**config.mk**
```make
export PLATFORM = sky130hd
export DESIGN_NAME = vga_fb_reader
export DESIGN_NICKNAME = d
export VERILOG_FILES = /design/src/rtl/vga_fb_reader.sv
export SDC_FILE = /design/constraint.sdc
export NUM_CORES = 1
export LEC_CHECK = 0
export CAP_MARGIN = 0
export CORE_MARGIN = 4
export CORE_UTILIZATION = 50
export CTS_CLUSTER_SIZE = 30
export DETAILED_ROUTE_END_ITERATION = 8
export PLACE_DENSITY = 0.77
export SLEW_MARGIN = 20
export SYNTH_ARGS = -nofsm -noshare
export SYNTH_HDL_FRONTEND = slang
export SYNTH_SLANG_ARGS = --single-unit
```
**constraint.sdc**
```tcl
create_clock -name clk -period 2.3 [get_ports clk]
set_input_delay 0.46 -clock clk [delete_from_list [all_inputs] [get_ports clk]]
set_output_delay 0.46 -clock clk [all_outputs]
set_load 0.02 [all_outputs]
```
**src/rtl/vga_fb_reader.sv**
```systemverilog
// VGA read side of the pixel frame buffer: generates 640x480@60 timing and fetches each
// visible pixel from a 160x120 buffer, upscaled by 1<<SCALE_LOG2 in both axes.
// Pipeline: stage 0 registers the fetch (address/strobe) together with raw sync flags;
// stage 1 registers active/sync one clock later, aligned with the buffer's read data.
module vga_fb_reader #(
    parameter int unsigned AW         = 15,
    parameter int unsigned DW         = 3,
    parameter int unsigned FB_W       = 160,
    parameter int unsigned FB_H       = 120,
    parameter int unsigned SCALE_LOG2 = 2,
    parameter int unsigned H_VIS      = 640,
    parameter int unsigned H_FP       = 16,
    parameter int unsigned H_SYNC     = 96,
    parameter int unsigned H_BP       = 48,
    parameter int unsigned V_VIS      = 480,
    parameter int unsigned V_FP       = 10,
    parameter int unsigned V_SYNC     = 2,
    parameter int unsigned V_BP       = 33,
    parameter bit          SYNC_POL   = 1'b0
) (
    input  logic          clk,
    input  logic          rst,
    output logic [AW-1:0] mem_px_addr,
    output logic          mem_rd,
    input  logic [DW-1:0] mem_px_data,
    output logic          vga_hsync,
    output logic          vga_vsync,
    output logic          vga_r,
    output logic          vga_g,
    output logic          vga_b,
    output logic          active,
    output logic          frame_start
);

    localparam int unsigned H_TOT = H_VIS + H_FP + H_SYNC + H_BP;
    localparam int unsigned V_TOT = V_VIS + V_FP + V_SYNC + V_BP;
    localparam int unsigned HW    = $clog2(H_TOT);
    localparam int unsigned VW    = $clog2(V_TOT);

    localparam logic [HW-1:0] H_LAST     = HW'(H_TOT - 1);
    localparam logic [VW-1:0] V_LAST     = VW'(V_TOT - 1);
    localparam logic [HW-1:0] H_VIS_C    = HW'(H_VIS);
    localparam logic [VW-1:0] V_VIS_C    = VW'(V_VIS);
    localparam logic [HW-1:0] HS_START   = HW'(H_VIS + H_FP);
    localparam logic [HW-1:0] HS_END     = HW'(H_VIS + H_FP + H_SYNC);
    localparam logic [VW-1:0] VS_START   = VW'(V_VIS + V_FP);
    localparam logic [VW-1:0] VS_END     = VW'(V_VIS + V_FP + V_SYNC);
    // Base address of the last buffer row; the row base parks here through vertical blanking.
    localparam logic [AW-1:0] ROW_LAST   = AW'((FB_H - 1) * FB_W);
    localparam logic [AW-1:0] ROW_STRIDE = AW'(FB_W);

    logic [HW-1:0] h_cnt_q, h_cnt_d;
    logic [VW-1:0] v_cnt_q, v_cnt_d;
    logic [AW-1:0] row_base_q, row_base_d;

    logic          mem_rd_q, mem_rd_d;
    logic [AW-1:0] addr_q, addr_d;
    logic          hs0_q, hs0_d;
    logic          vs0_q, vs0_d;
    logic          fs0_q, fs0_d;

    logic          active_q, active_d;
    logic          hsync_q, hsync_d;
    logic          vsync_q, vsync_d;
    logic          frame_start_q, frame_start_d;

    logic          vis0;
    logic [AW-1:0] col;

    // Raster counters and the incrementally maintained row base address.
    always_comb begin
        h_cnt_d    = h_cnt_q + HW'(1);
        v_cnt_d    = v_cnt_q;
        row_base_d = row_base_q;
        if (h_cnt_q == H_LAST) begin
            h_cnt_d = '0;
            if (v_cnt_q == V_LAST) begin
                v_cnt_d    = '0;
                row_base_d = '0;
            end else begin
                v_cnt_d = v_cnt_q + VW'(1);
                // Advance one buffer row after the last of its replicated display lines.
                if ((&v_cnt_q[SCALE_LOG2-1:0]) && (row_base_q != ROW_LAST)) begin
                    row_base_d = row_base_q + ROW_STRIDE;
                end
            end
        end
    end

    // Stage 0: fetch request plus raw sync/frame flags for the current counter value.
    always_comb begin
        vis0     = (h_cnt_q < H_VIS_C) && (v_cnt_q < V_VIS_C);
        col      = AW'(h_cnt_q >> SCALE_LOG2);
        mem_rd_d = vis0;
        addr_d   = vis0 ? (row_base_q + col) : '0;
        hs0_d    = (h_cnt_q >= HS_START) && (h_cnt_q < HS_END);
        vs0_d    = (v_cnt_q >= VS_START) && (v_cnt_q < VS_END);
        fs0_d    = (h_cnt_q == '0) && (v_cnt_q == '0);
    end

    // Stage 1: everything delayed once more so it lines up with the buffer read data.
    always_comb begin
        active_d      = mem_rd_q;
        hsync_d       = hs0_q ? SYNC_POL : ~SYNC_POL;
        vsync_d       = vs0_q ? SYNC_POL : ~SYNC_POL;
        frame_start_d = fs0_q;
    end

    // State registers; reset returns the whole raster to the top-left immediately.
    always_ff @(posedge clk or posedge rst) begin
        if (rst) begin
            h_cnt_q       <= '0;
            v_cnt_q       <= '0;
            row_base_q    <= '0;
            mem_rd_q      <= 1'b0;
            addr_q        <= '0;
            hs0_q         <= 1'b0;
            vs0_q         <= 1'b0;
            fs0_q         <= 1'b0;
            active_q      <= 1'b0;
            hsync_q       <= ~SYNC_POL;
            vsync_q       <= ~SYNC_POL;
            frame_start_q <= 1'b0;
        end else begin
            h_cnt_q       <= h_cnt_d;
            v_cnt_q       <= v_cnt_d;
            row_base_q    <= row_base_d;
            mem_rd_q      <= mem_rd_d;
            addr_q        <= addr_d;
            hs0_q         <= hs0_d;
            vs0_q         <= vs0_d;
            fs0_q         <= fs0_d;
            active_q      <= active_d;
            hsync_q       <= hsync_d;
            vsync_q       <= vsync_d;
            frame_start_q <= frame_start_d;
        end
    end

    // Buffer data is already registered by the read port; only blank-gating happens here.
    always_comb begin
        vga_r = active_q & mem_px_data[2];
        vga_g = active_q & mem_px_data[1];
        vga_b = active_q & mem_px_data[0];
    end

    assign mem_px_addr = addr_q;
    assign mem_rd      = mem_rd_q;
    assign vga_hsync   = hsync_q;
    assign vga_vsync   = vsync_q;
    assign active      = active_q;
    assign frame_start = frame_start_q;

endmodule

```
==> results of run 1 <==
-- state kept, by name, summed over array words and instances, names as in the netlist --
| signal | cells |
|---|---|
| vga_hsync | 1 |
| h_cnt_q | 10 |
| mem_rd | 1 |
| frame_start_d | 1 |
| vga_vsync | 1 |
| mem_px_addr | 15 |
| active | 1 |
| frame_start | 1 |
| v_cnt_q | 10 |
| hs0_q | 1 |
| row_base_q | 10 |
| vs0_q | 1 |
-- layer usage --
layer | up-vias | global-route usage
li1 | 1014 | -
met2 | 58 | 0.309
met4 | 0 | 0.0777
met3 | 13 | 0.0388
met1 | 1041 | 0.243
met5 | - | 0
-- final timing paths --
check | startpoint | slack (ns) | endpoint | cells after the start
worst min-delay path | hs0_q | 0.35 | vga_hsync | 1
max in group asynchronous | rst | 1.32 | vga_vsync | 3
worst min register to register | hs0_q | 0.35 | vga_hsync | 1
worst max register to register | h_cnt_q[7] | 0.13 | row_base_q[14] | 4
min in group asynchronous | rst | 0.41 | mem_px_addr[14] | 2
worst max-delay path | h_cnt_q[7] | 0.13 | row_base_q[14] | 4
-- worst max-delay path, stage by stage, from the launching register on --
cell and delay [ns]:
dfrtp_1 0.38, or4b_4 0.57, or3_4 0.47, or4_1 0.51, a22oi_1 0.16
-- power by group --
| part | leakage (uW) | switching (uW) | internal, uW | total (uW) |
|---|---|---|---|---|
| logic | 0.000644 | 25.9 | 17.3 | 43.2 |
| clock network | 0.0000585 | 296 | 355 | 651 |
| registers | 0.000696 | 0.213 | 932 | 932 |
| total | 0.00140 | 322 | 1300 | 1630 |
-- cells in the final DEF, fill, tap and decap left out, types with 3 or more instances in the layout --
cell	synthesis	layout
a21oi_1	13	13
a2111o_1	3	3
xnor2_1	5	5
nand2_1	12	12
xor2_1	8	8
or3_1	4	4
and3_1	6	6
or4_1	4	4
a22o_1	7	7
ha_1	9	9
nor4_1	5	5
buf_4	1	12
nand4_1	8	8
and2_1	9	9
a21o_1	4	4
inv_1	15	14
clkbuf_8	0	6
clkdlybuf4s50_1	0	27
dfrtp_1	51	51
o21ai_0	19	19
nand3_1	13	13
nor3_1	10	10
nor2_1	15	15
-- Yosys cell counts, drive strengths merged, types with 3 or more instances --
master	instances	area [sq um]
dfrtp	51	1280
o21ai	19	95.1
inv	15	56.3
nor2	15	56.3
a21oi	13	65.1
nand3	13	65.1
nand2	12	45.0
nor3	10	50.1
and2	9	56.3
ha	9	113
nand4	8	50.1
xor2	8	70.1
a22o	7	61.3
clkbuf	7	26.3
and3	6	37.5
buf	5	40.0
nor4	5	31.3
or3	5	36.3
xnor2	5	43.8
a21o	4	30.0
or4	4	30.0
a2111o	3	33.8
-- cell type report --
| cell class | count | share of cell area |
|---|---|---|
| Clock inverter | 1 | 0.00949 |
| Multi-Input combinational cell | 183 | 0.377 |
| Inverter | 15 | 0.0178 |
| Timing Repair Buffer | 40 | 0.120 |
| Sequential cell | 53 | 0.420 |
| Tap cell | 70 | 0.0277 |
| Clock buffer | 7 | 0.0273 |
-- cell families after synthesis --
logic type               after synthesis  synth area share
other                                  1           0.00142
AO/OA/AOI/OAI                         59             0.145
multiplexers                           2           0.00804
XOR/XNOR                              13            0.0430
AND/OR/NAND/NOR                       99             0.211
adder cells (fa/ha/maj)                9            0.0426
buffers and inverters                 27            0.0464
flip-flops                            53             0.502
-- per-stage QoR --
stage	instance area, sq um	utilization	hold WS, ns
after global routing	3160	0.619	0.364
after detailed placement	3050	0.597	0.343
after floorplan	2650	-	0.331
final	3160	0.619	0.354
after CTS	3160	0.619	0.356
after global placement	3050	0.597	0.334
==> results summary, run 1 <==
The flow ran to the end, and the final reports show no timing, DRC or antenna violations. A synthesized cell averages 10.1 sq um. After detailed routing, the met2 layer carries 2790 um of wire. For this run the aggregate overflow at the end of global routing stands at 0. The clock buffer count from CTS is 5. The number of sinks on the clock net came out at 53.

The number of warnings reported in the yosys synthesis log came out at 0. Entering global routing, the biggest net connects 42 pins. The initial detailed-routing violation count is 117. The number of enable-type register cells in the synthesized netlist came out at 0.

The overall power after layout came out at 1630 uW. The insertion delay of the later-clocked pin in the worst-skew pair is 0.31 ns. The uppermost signal routing layer after detailed routing is met4. The final count of hold timing violations came out at 0.

The worst path setup slack after routing came out at 0.128 ns. 0 antenna diodes ended up in the layout. Registers take 1330 sq um. The post-detailed-route DRC marker count came out at 0.

The half-perimeter wire length after placement is 4020 um. The count of endpoints failing setup in the final report came out at 0. At the end of the flow, the number of nets in the layout was roughly 310. In the final layout, the share of cells above drive strength 1 is 0.0936. The number of H-tree branching levels came out at 2. In the final layout, the multi-input gates occupy 1190 sq um. The number of placement rows is 26. The filler-free cell count of the finished design is ~370. The post-synthesis to final-layout area growth came out at 19.6%. The pre-CTS setup slack came out at roughly 0.16 ns.

Setup repair after global routing left no endpoint under its margin. The part of the Yosys area used for sequential elements is 0.502. The max-cap violation count came out at 0. The data required time at the worst endpoint came out at 2.53 ns.

The primary flip-flop cell chosen by synthesis mapping is dfrtp_1. The synthesized design contains 53 register bits. The number of buffers between clock root and the deepest sink came out at 2. The final-report max-slew violation count is 0.

The power density over the cells came out at 514 nW/um^2. Buffers inserted to repair hold after CTS numbered 0. The worst setup path is launched from a flop. The count of buffers from port buffering is 27.

The routability congestion estimate came out at 0.828. The initial antenna violation count is 0. The total met3 wirelength after detailed routing is approximately 280 um. The initial utilization of the core area, before any placement, comes to 0.518.

The largest clock skew in the final design came out at 0.00807 ns. The number of cells upsized or downsized after cts came out at 0. The setup TNS is 0 ns. The shortest clock period the worst path allows after layout is 2.17 ns.

The number of distinct library cell variants in the gate-level netlist after synthesis came out at 49. The post-synthesis instance area is 2650 sq um. TritonCTS built the clock tree. The total detailed-routing wirelength came out at 5590 um. In the routed layout, each cell is associated on average with a via count of 5.76.

The detail route stage leaves a number of antenna-violating nets equal to 0. Summed over all cells, the static leakage comes to about 0.0014 uW. The number of instances in the synthesized netlist came out at 263. The count of buffers added by post-CTS timing repair for setup is 0. The number of global-route vias before repair is between 1,500 and 2,000. In the final routed layout, each cell accounts on average for 15.2 um.

Clock-pin slew was measured on the worst setup and hold paths at around 0.09 ns. Of all nets on the critical path, the largest fanout is 15. The share of flip-flops with an asynchronous set or reset after synthesis is 1.00. The total track usage is 0.188.

The root buffer cell is clkbuf_8. The count of pins on the block boundary came out at 28. The die is 80.7 um tall. At the worst endpoint, the arrival time is 2.40 ns. The cell total after placement came out at 361. The type of the worst setup path is flop to flop. STA classifies the critical path endpoint as a flop. The routed via count is 2,126. The worst hold-check path type is flop to flop. The net count of the mapped netlist is between 200 and 300. The maximum vdd drop is 0.261 mV. The routed length on met1 came out at between 2000 and 2500 um. The standard cell core area is 5110 sq um. The first-pass GRT wire length came out at about 9400 um.

The number of search-and-repair iterations in the first detailed-routing pass is 4. The width of the chip is 80.7 um. The die footprint is approximately 6500 sq um. The share of the cycle needed by the critical path after routing is 0.944. The maximum clock rate is 0.460 GHz. The number of fill cells in the layout came out at 426.
Power figures use the tool's default switching activity.
==> run 2: changes to the inputs <==
CORE_UTILIZATION = 51   (was 50)
PLACE_DENSITY = 0.78   (was 0.77)
==> run 2 against run 1 <==
Cell area down 0.40%. Combinational power hardly changed. Routed wire length rose by 0.32%. Worst setup slack worse by 0.027 ns. Sequential power about the same. Via count about the same. Hold slack better by 0.0043 ns. Final cell count is 1.1% lower. Register-to-register slack got worse by 0.03 ns. Critical path type unchanged. Largest cell class unchanged.
==> results summary, run 2 (synthesis gave the netlist of run 1 again) <==
The initial standard-cell utilization of the core came out at 0.542 (was 0.518). Unrepaired setup endpoints after global routing: false (unchanged). The number of H-tree branching levels is 2 (unchanged). The detail-routed net length per standard cell is 15.4 um (was 15.2 um). The highest net fanout along the worst path is 12 (was 15).

The filler-free cell count of the finished design is 365 (was 369). The setup TNS is 0 ns (unchanged). The leakage power total was 0.00139 uW (was 0.00140 uW). The power density over the cells came out at 513 nW/um^2 (was 514 nW/um^2). The maximum number of pins on one net before global-route repair is 54 (was 42). The diode insertion count for antenna repair came out at 0 (unchanged).

The arrival time at the worst endpoint is 2.42 ns (was 2.40 ns). The total track usage was 0.195 (was 0.188). The post-synthesis to final-layout area growth is 19.1% (was 19.6%). The number of buffers between clock root and the deepest sink came to 2 (unchanged). The TritonCTS clock tree is built (unchanged). The vertical die dimension came to 80.0 um (was 80.7 um).

The largest clock skew in the final design is 0.00832 ns (was 0.00807 ns). The endpoint type of the worst setup path is a flop (unchanged). The type of the worst setup path is flop to flop (unchanged). Most used cells in the layout excluding fill and tap cells: dfrtp_1, clkdlybuf4s50_1, o21ai_0 (unchanged). The initial antenna violation count came out at 0 (unchanged). The number of hold buffers added after CTS is 0 (unchanged). The most common cell after layout, fill and taps aside is dfrtp_1 (unchanged). The maximum clock rate came out at 0.455 GHz (was 0.460 GHz). The maximum vdd drop is 0.372 mV (was 0.261 mV). The count of endpoints failing setup in the final report is 0 (unchanged).

The half-perimeter wire length after placement came out at 3970 um (was 4020 um). The number of cells upsized or downsized after cts came out at 0 (unchanged). The count of buffers added by post-CTS timing repair for setup is 0 (unchanged). The post-detailed-route DRC marker count is 0 (unchanged). The origin of the worst setup path is h_cnt_q[7] (unchanged). The ratio of cells with drive above 1 in the final layout came out at 0.0940 (was 0.0936). The number of placement rows came out at 25 (was 26). The final count of hold timing violations came out at 0 (unchanged). The flip-flop count of the largest register, all copies and words added came to 15 (unchanged). The cell total after placement came out at 357 (was 361). The total detailed-routing wirelength was 5610 um (was 5590 um). The post-CTS clock slew at the launch and capture registers of the worst setup and hold paths came to 0.10 ns (was 0.09 ns). The number of nets with antenna violations after detailed routing is 0 (unchanged). Critical Path, Cell by Cell: or4b_4 -> or3_4 -> or4_1 -> a22oi_1 (unchanged). The width of the chip came out at 80.0 um (was 80.7 um). The first-pass GRT wire length is 9800 um (was 9450 um). At the pin with the least slew margin, the transition time is 0.538 ns. The source of the worst register-to-register timing path is h_cnt_q[7] (unchanged).

The delay of the slowest critical-path stage came to 0.56 ns (was 0.57 ns). The global-route congestion overflow total is 0 (unchanged). The number of search-and-repair iterations in the first detailed-routing pass came to 4 (unchanged).

The number of fill cells in the layout came to 411 (was 426). The pre-CTS setup slack is 0.136 ns (was 0.160 ns). The max-cap violation count is 0 (unchanged). The number of global-route vias before repair came out at 2,063 (was 1,963). The nature of the critical path startpoint is a flop (unchanged). The insertion delay of the later-clocked pin in the worst-skew pair came out at 0.31 ns (about the same).

The die footprint came out at 6400 sq um (was 6520 sq um). The worst hold-check path type is flop to flop (unchanged). The worst pin sits at a relative slew slack of 0.640. The count of pins on the block boundary came out at 28 (unchanged). The standard cell core area came out at 4880 sq um (was 5110 sq um). The routability congestion estimate is 0.839 (was 0.828). The count of buffers from port buffering is 27 (unchanged). The root buffer cell is clkbuf_8 (unchanged). The worst path setup slack after routing is 0.101 ns (was 0.128 ns). The shortest clock period the worst path allows after layout came out at 2.20 ns (was 2.17 ns). The final-report max-slew violation count is 0 (unchanged). The number of sinks on the clock net came out at 53 (unchanged). The clock buffer count from CTS came out at 5 (unchanged). The slowest cell on the critical path is or4b_4 (unchanged). Run status: complete, no violations (unchanged). The initial detailed-routing violation count came out at 184 (was 117).

The share of the cycle needed by the critical path after routing came out at 0.956 (was 0.944). The routed via count divided by cell count came out at 5.83 (was 5.76). The startpoint of the lowest-slack hold path is hs0_q (unchanged). The data required time at the worst endpoint came out at 2.52 ns (was 2.53 ns). The routed via count is 2,127 (was 2,126).

The final net count is 311 (was 312).
==> run 2: layout make-up <==
type / count / area (sq um) / area share
clock inverter: 3 / 46.3 / 0.0147
clock buffer: 5 / 68.8 / 0.0218
multi-input combinational: 183 / 1190 / 0.379
inverter: 15 / 56.3 / 0.0179
timing repair buffer: 39 / 373 / 0.118
tap: 67 / 83.8 / 0.0266
sequential: 53 / 1330 / 0.422
==> run 2: worst paths after layout <==
path	end	slack [ns]	depth (start not counted)
min reg2reg	vga_hsync	0.36	1
min in group asynchronous	mem_px_addr[14]	0.52	3
min	vga_hsync	0.36	1
max	row_base_q[14]	0.10	4
max reg2reg	row_base_q[14]	0.10	4
max in group asynchronous	vga_vsync	1.50	3
==> run 2: per-layer routing <==
metal / track usage / part of all wire
met4: 0.0676 / 0.016
met1: 0.255 / 0.44
met5: 0 / 0
met3: 0.0372 / 0.063
met2: 0.323 / 0.48
==> run 2: worst max-delay path: cells and delay by family, from the launching register on <==
family          cells  cell delay [ns]
compound gates      1             0.18
flops               1             0.40
simple gates        3             1.53
==> run 2: metrics by stage <==
stage / hold WS, ns / area, sq um / power (uW) / utilization
2_1_floorplan: 0.331 / 2650 / 972 / -
3_3_place_gp: 0.332 / 3040 / 995 / 0.622
3_5_place_dp: 0.340 / 3040 / 996 / 0.622
4_1_cts: 0.363 / 3150 / 1640 / 0.646
5_1_grt: 0.379 / 3150 / 1680 / 0.646
6_report: 0.359 / 3150 / 1620 / 0.646
==> run 2: report_power, final <==
part	switching, uW	internal (uW)	total (uW)
Clock	316	326	642
Sequential	0.185	932	932
Combinational	25.8	17.5	43.3
Total	342	1280	1620
==> run 3: changes to the inputs <==
CTS_CLUSTER_SIZE = 14   (was 30)
==> results of run 3 <==
Same layout as run 2: the final DEF is identical, and so are final timing and power.
